`src/rtl/activation_drain.sv`:
```
// -----------------------------------------------------------------------------
// activation_drain
//
// Captures the result matrix of a systolic array a fixed number of cycles after
// the start pulse that launched it, adds a per-column bias with saturation,
// optionally applies ReLU, and then streams the processed matrix out one row
// at a time over a valid/ready handshake.
//
// Parameters
//   N                    signed fixed-point element width
//   AROW                 result rows (2 or more)
//   BCOL                 result columns
//   FIXED_POINT_POSITION fractional bits (informational, no rescaling here)
//   LATENCY              edges from accepted start to capture (1..255)
//   RELU_EN              1 = clamp negative results to 0, 0 = bypass
//
// Ports
//   clk        single clock, rising edge
//   rst        synchronous active-low reset
//   valid      start pulse (same pulse that launches the systolic array)
//   sys_array  packed signed result matrix [AROW][BCOL][N]
//   bias       per-column signed bias [BCOL][N], sampled at capture
//   out_data   one processed row [BCOL][N]
//   out_row    index of the row on out_data
//   out_valid  out_data holds a row waiting for transfer
//   out_ready  consumer accepts the row
//   busy       block is not idle
//   overrun    sticky: a start pulse arrived while busy and was dropped
// -----------------------------------------------------------------------------
module activation_drain #(
   parameter  int N                    = 16,
   parameter  int AROW                 = 4,
   parameter  int BCOL                 = 4,
   parameter  int FIXED_POINT_POSITION = 4,
   parameter  int LATENCY              = 10,
   parameter  int RELU_EN              = 1,
   localparam int ROW_W                = (AROW > 1) ? $clog2(AROW) : 1
) (
   input  logic                              clk,
   input  logic                              rst,
   input  logic                              valid,
   input  logic [AROW-1:0][BCOL-1:0][N-1:0]  sys_array,
   input  logic [BCOL-1:0][N-1:0]            bias,
   output logic [BCOL-1:0][N-1:0]            out_data,
   output logic [ROW_W-1:0]                  out_row,
   output logic                              out_valid,
   input  logic                              out_ready,
   output logic                              busy,
   output logic                              overrun
);

   // The binary point position does not affect this block; it is carried
   // only so the parameter set matches the surrounding datapath.
   localparam int unused_fxp = FIXED_POINT_POSITION;

   typedef enum logic [1:0] {
      IDLE,
      WAIT,
      DRAIN
   } state_t;

   state_t                           state;
   state_t                           state_nxt;
   logic [7:0]                       count;
   logic [ROW_W-1:0]                 row;
   logic [AROW-1:0][BCOL-1:0][N-1:0] bank;
   logic [AROW-1:0][BCOL-1:0][N-1:0] processed;
   logic                             last_row;

   // Bias add at N+1 bits, clamp to the N-bit signed range, optional ReLU.
   // The sum of two N-bit signed values always fits in N+1 bits, so it is in
   // range exactly when its top two bits agree.
   function automatic logic [N-1:0] sat_relu(input logic [N-1:0] x,
                                             input logic [N-1:0] b);
      logic [N:0]   sum;
      logic [N-1:0] res;
      sum = {x[N-1], x} + {b[N-1], b};
      if (sum[N] != sum[N-1])
         res = sum[N] ? {1'b1, {(N-1){1'b0}}} : {1'b0, {(N-1){1'b1}}};
      else
         res = sum[N-1:0];
      if (RELU_EN != 0 && res[N-1])
         res = '0;
      return res;
   endfunction

   always_comb begin
      processed = '0;
      for (int r = 0; r < AROW; r++)
         for (int c = 0; c < BCOL; c++)
            processed[r][c] = sat_relu(sys_array[r][c], bias[c]);
   end

   assign last_row = (row == ROW_W'(AROW - 1));

   // NOTE: every signal assigned in always_comb gets a default first, so no
   // path through the case leaves it unassigned and no latch is inferred.
   always_comb begin
      state_nxt = state;
      case (state)
         IDLE:    if (valid)                 state_nxt = WAIT;
         WAIT:    if (count == 8'd0)         state_nxt = DRAIN;
         DRAIN:   if (out_ready && last_row) state_nxt = IDLE;
         default:                            state_nxt = IDLE;
      endcase
   end

   // NOTE: sequential state uses non-blocking assignments so every register
   // samples pre-edge values regardless of statement order.
   always_ff @(posedge clk) begin
      if (!rst)
         state <= IDLE;
      else
         state <= state_nxt;
   end

   // NOTE: the result bank is cleared on reset because out_data must read
   // zero straight out of reset; a plain storage array would normally skip it.
   always_ff @(posedge clk) begin
      if (!rst) begin
         count   <= '0;
         row     <= '0;
         bank    <= '0;
         overrun <= 1'b0;
      end else begin
         case (state)
            IDLE: begin
               if (valid)
                  count <= 8'(LATENCY - 1);
            end
            WAIT: begin
               if (count != 8'd0) begin
                  count <= count - 8'd1;
               end else begin
                  bank <= processed;
                  row  <= '0;
               end
            end
            DRAIN: begin
               // Wrap explicitly so a non-power-of-two AROW still restarts at 0.
               if (out_ready)
                  row <= last_row ? '0 : row + 1'b1;
            end
            default: ;
         endcase

         // A start while busy (including the final-transfer edge) is dropped.
         if (valid && state != IDLE)
            overrun <= 1'b1;
      end
   end

   assign out_valid = (state == DRAIN);
   assign busy      = (state != IDLE);
   assign out_row   = row;
   assign out_data  = bank[row];

endmodule

```
`config.mk`:
```
export PLATFORM = sky130hd
export DESIGN_NAME = activation_drain
export DESIGN_NICKNAME = d
export VERILOG_FILES = /design/src/rtl/activation_drain.sv
export SDC_FILE = /design/constraint.sdc
export NUM_CORES = 1
export LEC_CHECK = 0
export CORE_UTILIZATION = 50
export DETAILED_ROUTE_END_ITERATION = 16
export PLACE_DENSITY_LB_ADDON = 0.15
export RECOVER_POWER = 50
export SETUP_SLACK_MARGIN = 0.5
export SYNTH_ARGS = -nofsm -noshare
export SYNTH_HDL_FRONTEND = slang
export SYNTH_SLANG_ARGS = --single-unit
```
`constraint.sdc`:
```
create_clock -name clk -period 2.8 [get_ports clk]
set_clock_uncertainty 0.15 [all_clocks]
set_input_delay 0.28 -clock clk [delete_from_list [all_inputs] [get_ports clk]]
set_output_delay 0.28 -clock clk [all_outputs]
set_load 0.03 [all_outputs]
```
* Yosys cells after proc, flatten, opt, wreduce, memory -nomap -nowiden
Index checks and enable logic that the tools add are counted.
Storage, ports and cells: register bits 269, output and inout bits 69, logic and storage cells 138
Operators by class: add/subtract/negate cells 18, order comparisons 1, equal/unequal tests 25, mux-type cells 61, bitwise operators 1, reduce and logical (&&, ||, !) cells 12
Operators with widths (number):
- $mux W16 | 32
- $add A16 B16 Y17 | 16
- $mux W15 | 16
- $bmux W64 S2 | 1
- $mux W64 | 1
- $mux W8 | 2
- $ne A1 B1 Y1 | 16
- $pmux W8 S2 | 1
- $mux W2 | 6
- $reduce_and A3 Y1 | 3
- $logic_not A8 Y1 | 1
- $ne A2 B2 Y1 const B | 4
- $reduce_bool A8 Y1 | 1
- $sub A8 B1 Y8 const B | 1
- $pmux W2 S3 | 1
- $reduce_bool A2 Y1 | 3
- $eq A2 B2 Y1 const B | 2
- $ne A2 B1 Y1 const B | 2
- $pmux W2 S2 | 1
- $lt A2 B3 Y1 const B | 1
- $add A2 B1 Y2 const B | 1
- $eq A2 B1 Y1 const B | 1
- $logic_and A1 B1 Y1 | 2
- $logic_not A2 Y1 | 1
- 2 further kinds | 2

* Longest topological paths before layout
depth in word-level cells 4, mapped depth 11, gate-level depth less buffers 10

* Worst setup path after synthesis
OpenSTA, ideal clock, no wires.
path type input to register, from in sys_array[240] (netlist name), to reg bank[247] (netlist name), library setup time 122 ps, arrival 2669 ps, data required time 2528 ps, slack -141 ps, stages on the path 11, buffers on the path 1, path through ha_1 > fa_1 > a211oi_1 > o21ai_0 > a31oi_1 > a2111oi_0 > a31o_2 > and2_2 > and2b_1 > buf_4 > a221o_1
Between the ends: longest elaborated chain between the ends 4
RTL lines:
- start: declaration | line 42 | input logic [AROW-1:0][BCOL-1:0][N-1:0] sys_array,
- $add A16 B16 Y17 * | line 77 | sum = {x[N-1], x} + {b[N-1], b};
- $mux W16 or $ne A1 B1 Y1 (tied branches) | line 79, 78
- $mux W16 * | line 78 | if (sum[N] != sum[N-1])
- $mux W15 * | line 82 | if (RELU_EN != 0 && res[N-1])
- end signal: assignment | line 135 | bank <= processed;
- end: declaration | line 66 | logic [AROW-1:0][BCOL-1:0][N-1:0] bank;
Every way passes the cells marked *; elsewhere a longest branch is shown, timed or not. A chain may end at the register's enable or synchronous reset.

* Final worst setup path
from reg count[2], to reg bank[160] (netlist name)
Between the ends: longest elaborated chain between the ends 3
RTL lines:
- start: declaration | line 64 | logic [7:0] count;
- start signal: assignment | line 129 | count <= 8'(LATENCY - 1);
- start signal: assignment | line 133 | count <= count - 8'd1;
- $reduce_bool A8 Y1 | line 132 | if (count != 8'd0) begin
- $not A1 Y1 (no source line)
- $reduce_and A2 Y1 (no source line)
No other way between the ends.

==> qor.csv <==
stage,metric,value,unit
drt,# DRC,0,
pwr,P per Cell Area,564,nW/um2
run_status,status,"complete, no violations",
worst_hold_path,Hold Path Class,input port to flop,
logic_synthesis,Post-synth ARST share,0,
critical_path,Startpoint Class,flop,
drt,M1 wire length,40000,um
logic_synthesis,synth cell count leaders,"a21oi_1, ha_1, nand2_1",
cts,CTS Sinks,253,
critical_path,WP data arrival,3.05,ns
timing,"Setup violations, final",0,
cts,H-tree levels,1,
critical_path,cell count of the worst reg-to-reg path,10,
timing,final setup margin,0.0651,ns
global_routing,gr ovfl total,0,
logic_synthesis,most common cell in the netlist,a21oi_1,
timing,Final Critical Period,2.73,ns
logic_synthesis,Synth cell types,92,
logic_synthesis,"Seq/Total Area, Yosys",0.226,
timing,"Slew Viols, Final",0,
drt,Via density,6.36,
drt,DR vias,28500,
timing,Final Hold Viols,0,
global_routing,initial antenna violation count,1,
layout,nets,4464,
critical_path,Crit Path Class,flop to flop,
cts,maximum buffer depth of the clock tree,3,
logic_synthesis,"EDFF count, synth",0,
die,area of the core,44200,um2
placed_design,worst slack at placement,-0.764,ns
cts,CTS buffer count,29,
die,Die ar.,45700,um2
die,Starting Density,0.507,
logic_synthesis,Synth warnings,0,
cts,Clock transition at path regs,0.07,ns
drt,routed wl met2,49500,um
logic_synthesis,mapped cell area,22400,um2
logic_synthesis,Post-Synthesis Cells,2663,
cts,CTS tree,yes,
drt,Top Layer Used,met5,
logic_synthesis,Synth Flop Type,dfxtp_1,
logic_synthesis,syn_area_per_cell,8.43,um2
layout,area added between synthesis and finish,72.9,%
die,die width,214,um
critical_path,CP required,3.11,ns
flow_run,Max Cap Violations,0,
logic_synthesis,cell taking the most area after synthesis,dfxtp_1,
die,Die H,214,um
logic_synthesis,Synth Register Bits,253,
timing,setup TNS,0,ns
timing,Tcrit/Tclk final,0.977,
worst_hold_path,Hold Crit Depth,4,
die,IO Count,393,
critical_path,Crit. End Element,flop,
timing,Least-Margin Pin Slew,0.798,ns
layout,area of the multi-input gates,20300,um2
global_routing,GRT Total Usage,0.395,
placed_design,Port Buffers,388,
drt,routed wl met3,10000,um
critical_path,"critical path fanouts, max",7,
cts,clk_lat worst skew,0.58,ns
pwr,Max VDD drop,0.000652,V
timing,setup repair after global routing missed its margin,true,
drt,drt first pass iters,7,
timing,fmax,366,MHz
timing,relative slew slack,0.468,
die,Rows,77,
layout,layout cells sized above 1,0.413,
layout,Fillers,2158,
logic_synthesis,Synth top area share,0.226,
drt,routed wire length,107000,um
drt,post-route ant nets,0,
drt,DRT iter0 DRCs,2823,
layout,FF/Latch Area,5080,um2
placed_design,GP Congestion,1.01,
cts,Clock Tree Root,clkbuf_16,
global_routing,vias in the first global route,27000,
placed_design,DP HPWL,69500,um
pwr,Lkg Pwr,17.1,nW
logic_synthesis,synth top area cells,"dfxtp_1, ha_1, mux4_2",
global_routing,pin count of the biggest net entering global routing,78,
drt,post-DR wirelength/cell,23.9,um
global_routing,first-pass GRT wire length,142000,um
[metal layers]
layer  up-vias  track usage
met1     13700        0.491
met4         2        0.191
met3       529       0.0630
met2      1707        0.666
li1      12500            -
met5         -            0
[kinds of logic (layout without fill, tap and decap cells)]
group	Yosys count	after routing	share of synthesized area
flip-flops	253	253	0.226
multiplexers	63	64	0.0618
AND/OR/NAND/NOR	716	725	0.151
XOR/XNOR	205	206	0.0810
other	1	6	0.000167
AO/OA/AOI/OAI	976	976	0.289
buffers and inverters	171	1379	0.0307
adder cells (fa/ha/maj)	278	278	0.160
[power by group]
| group | internal, mW | switching, mW | leakage, nW |
|---|---|---|---|
| logic | 6.07 | 6.48 | 14.6 |
| registers | 4.48 | 0.737 | 2.05 |
| clock network | 2.39 | 1.72 | 0.504 |
| total | 12.9 | 8.94 | 17.1 |
[state kept, by name (all words and copies together), names as in the netlist]
signal,count
state,2
out_row,2
count,8
bank,240
overrun,1
[worst paths after layout]
| path | from | endpoint | slack [ns] |
|---|---|---|---|
| hold / removal | sys_array[192] | bank[192] | 0.02 |
| hold reg to reg | bank[201] | bank[201] | 0.30 |
| setup / recovery | count[2] | bank[160] | 0.07 |
| setup reg to reg | count[2] | bank[160] | 0.07 |
[stage by stage]
step / util / cells / hold slack (ns) / power, mW / instance area, um2
finish: 0.877 / 4479 / 0.0168 / 21.9 / 38800
floorplan: - / 2666 / 0.267 / 10.4 / 23600
CTS: 0.806 / 4371 / 0.00698 / 19.4 / 35700
global placement: 0.746 / 4231 / 0.280 / 14.2 / 33000
detailed placement: 0.746 / 4231 / 0.284 / 14.5 / 33000
global route: 0.877 / 4478 / 0.0170 / 22.6 / 38800
[placed cells by master, fill, tap and decap left out, types with 31 or more instances in the layout]
cell / count
a21o_1: 82
a21oi_1: 201
a21oi_2: 54
a221o_1: 86
buf_4: 744
buf_6: 126
clkbuf_16: 40
clkdlybuf4s50_1: 168
dfxtp_1: 247
dlygate4sd2_1: 49
dlymetal6s2s_1: 67
ha_1: 163
ha_4: 86
inv_1: 63
mux4_2: 60
nand2_1: 244
nand3_1: 34
nor2_1: 166
nor3_1: 31
o21ai_0: 101
o21ai_1: 77
o21ai_2: 72
xnor2_1: 116
xor2_1: 74
[what timing repair did]
item	CTS	global route
pin swaps	171	245
hold buffers	2	5
gates resized for setup	698	635
cloned	16	18
hold endpoints to repair	2	5
endpoints found under the setup margin	307	310
buffers inserted	68	83
[worst max-delay path, cell delays in order, from the launching register on]
cell and delay (ns):
dfxtp_1 0.38, nor4_4 0.35, clkbuf_1 0.22, buf_6 0.13, buf_6 0.09, buf_6 0.11
nand3_4 0.10, buf_8 0.18, a211o_1 0.28, or2_4 0.34, o21ai_2 0.28
[cell type report]
| type | count | share of cell area |
|---|---|---|
| Timing Repair Buffer | 1260 | 0.294 |
| Clock buffer | 35 | 0.0203 |
| Clock inverter | 19 | 0.00587 |
| Tap cell | 592 | 0.0191 |
| Multi-Input combinational cell | 2253 | 0.523 |
| Antenna cell | 2 | 0.000129 |
| Sequential cell | 253 | 0.131 |
| Inverter | 65 | 0.00635 |
(Power assumes the default switching activity.)
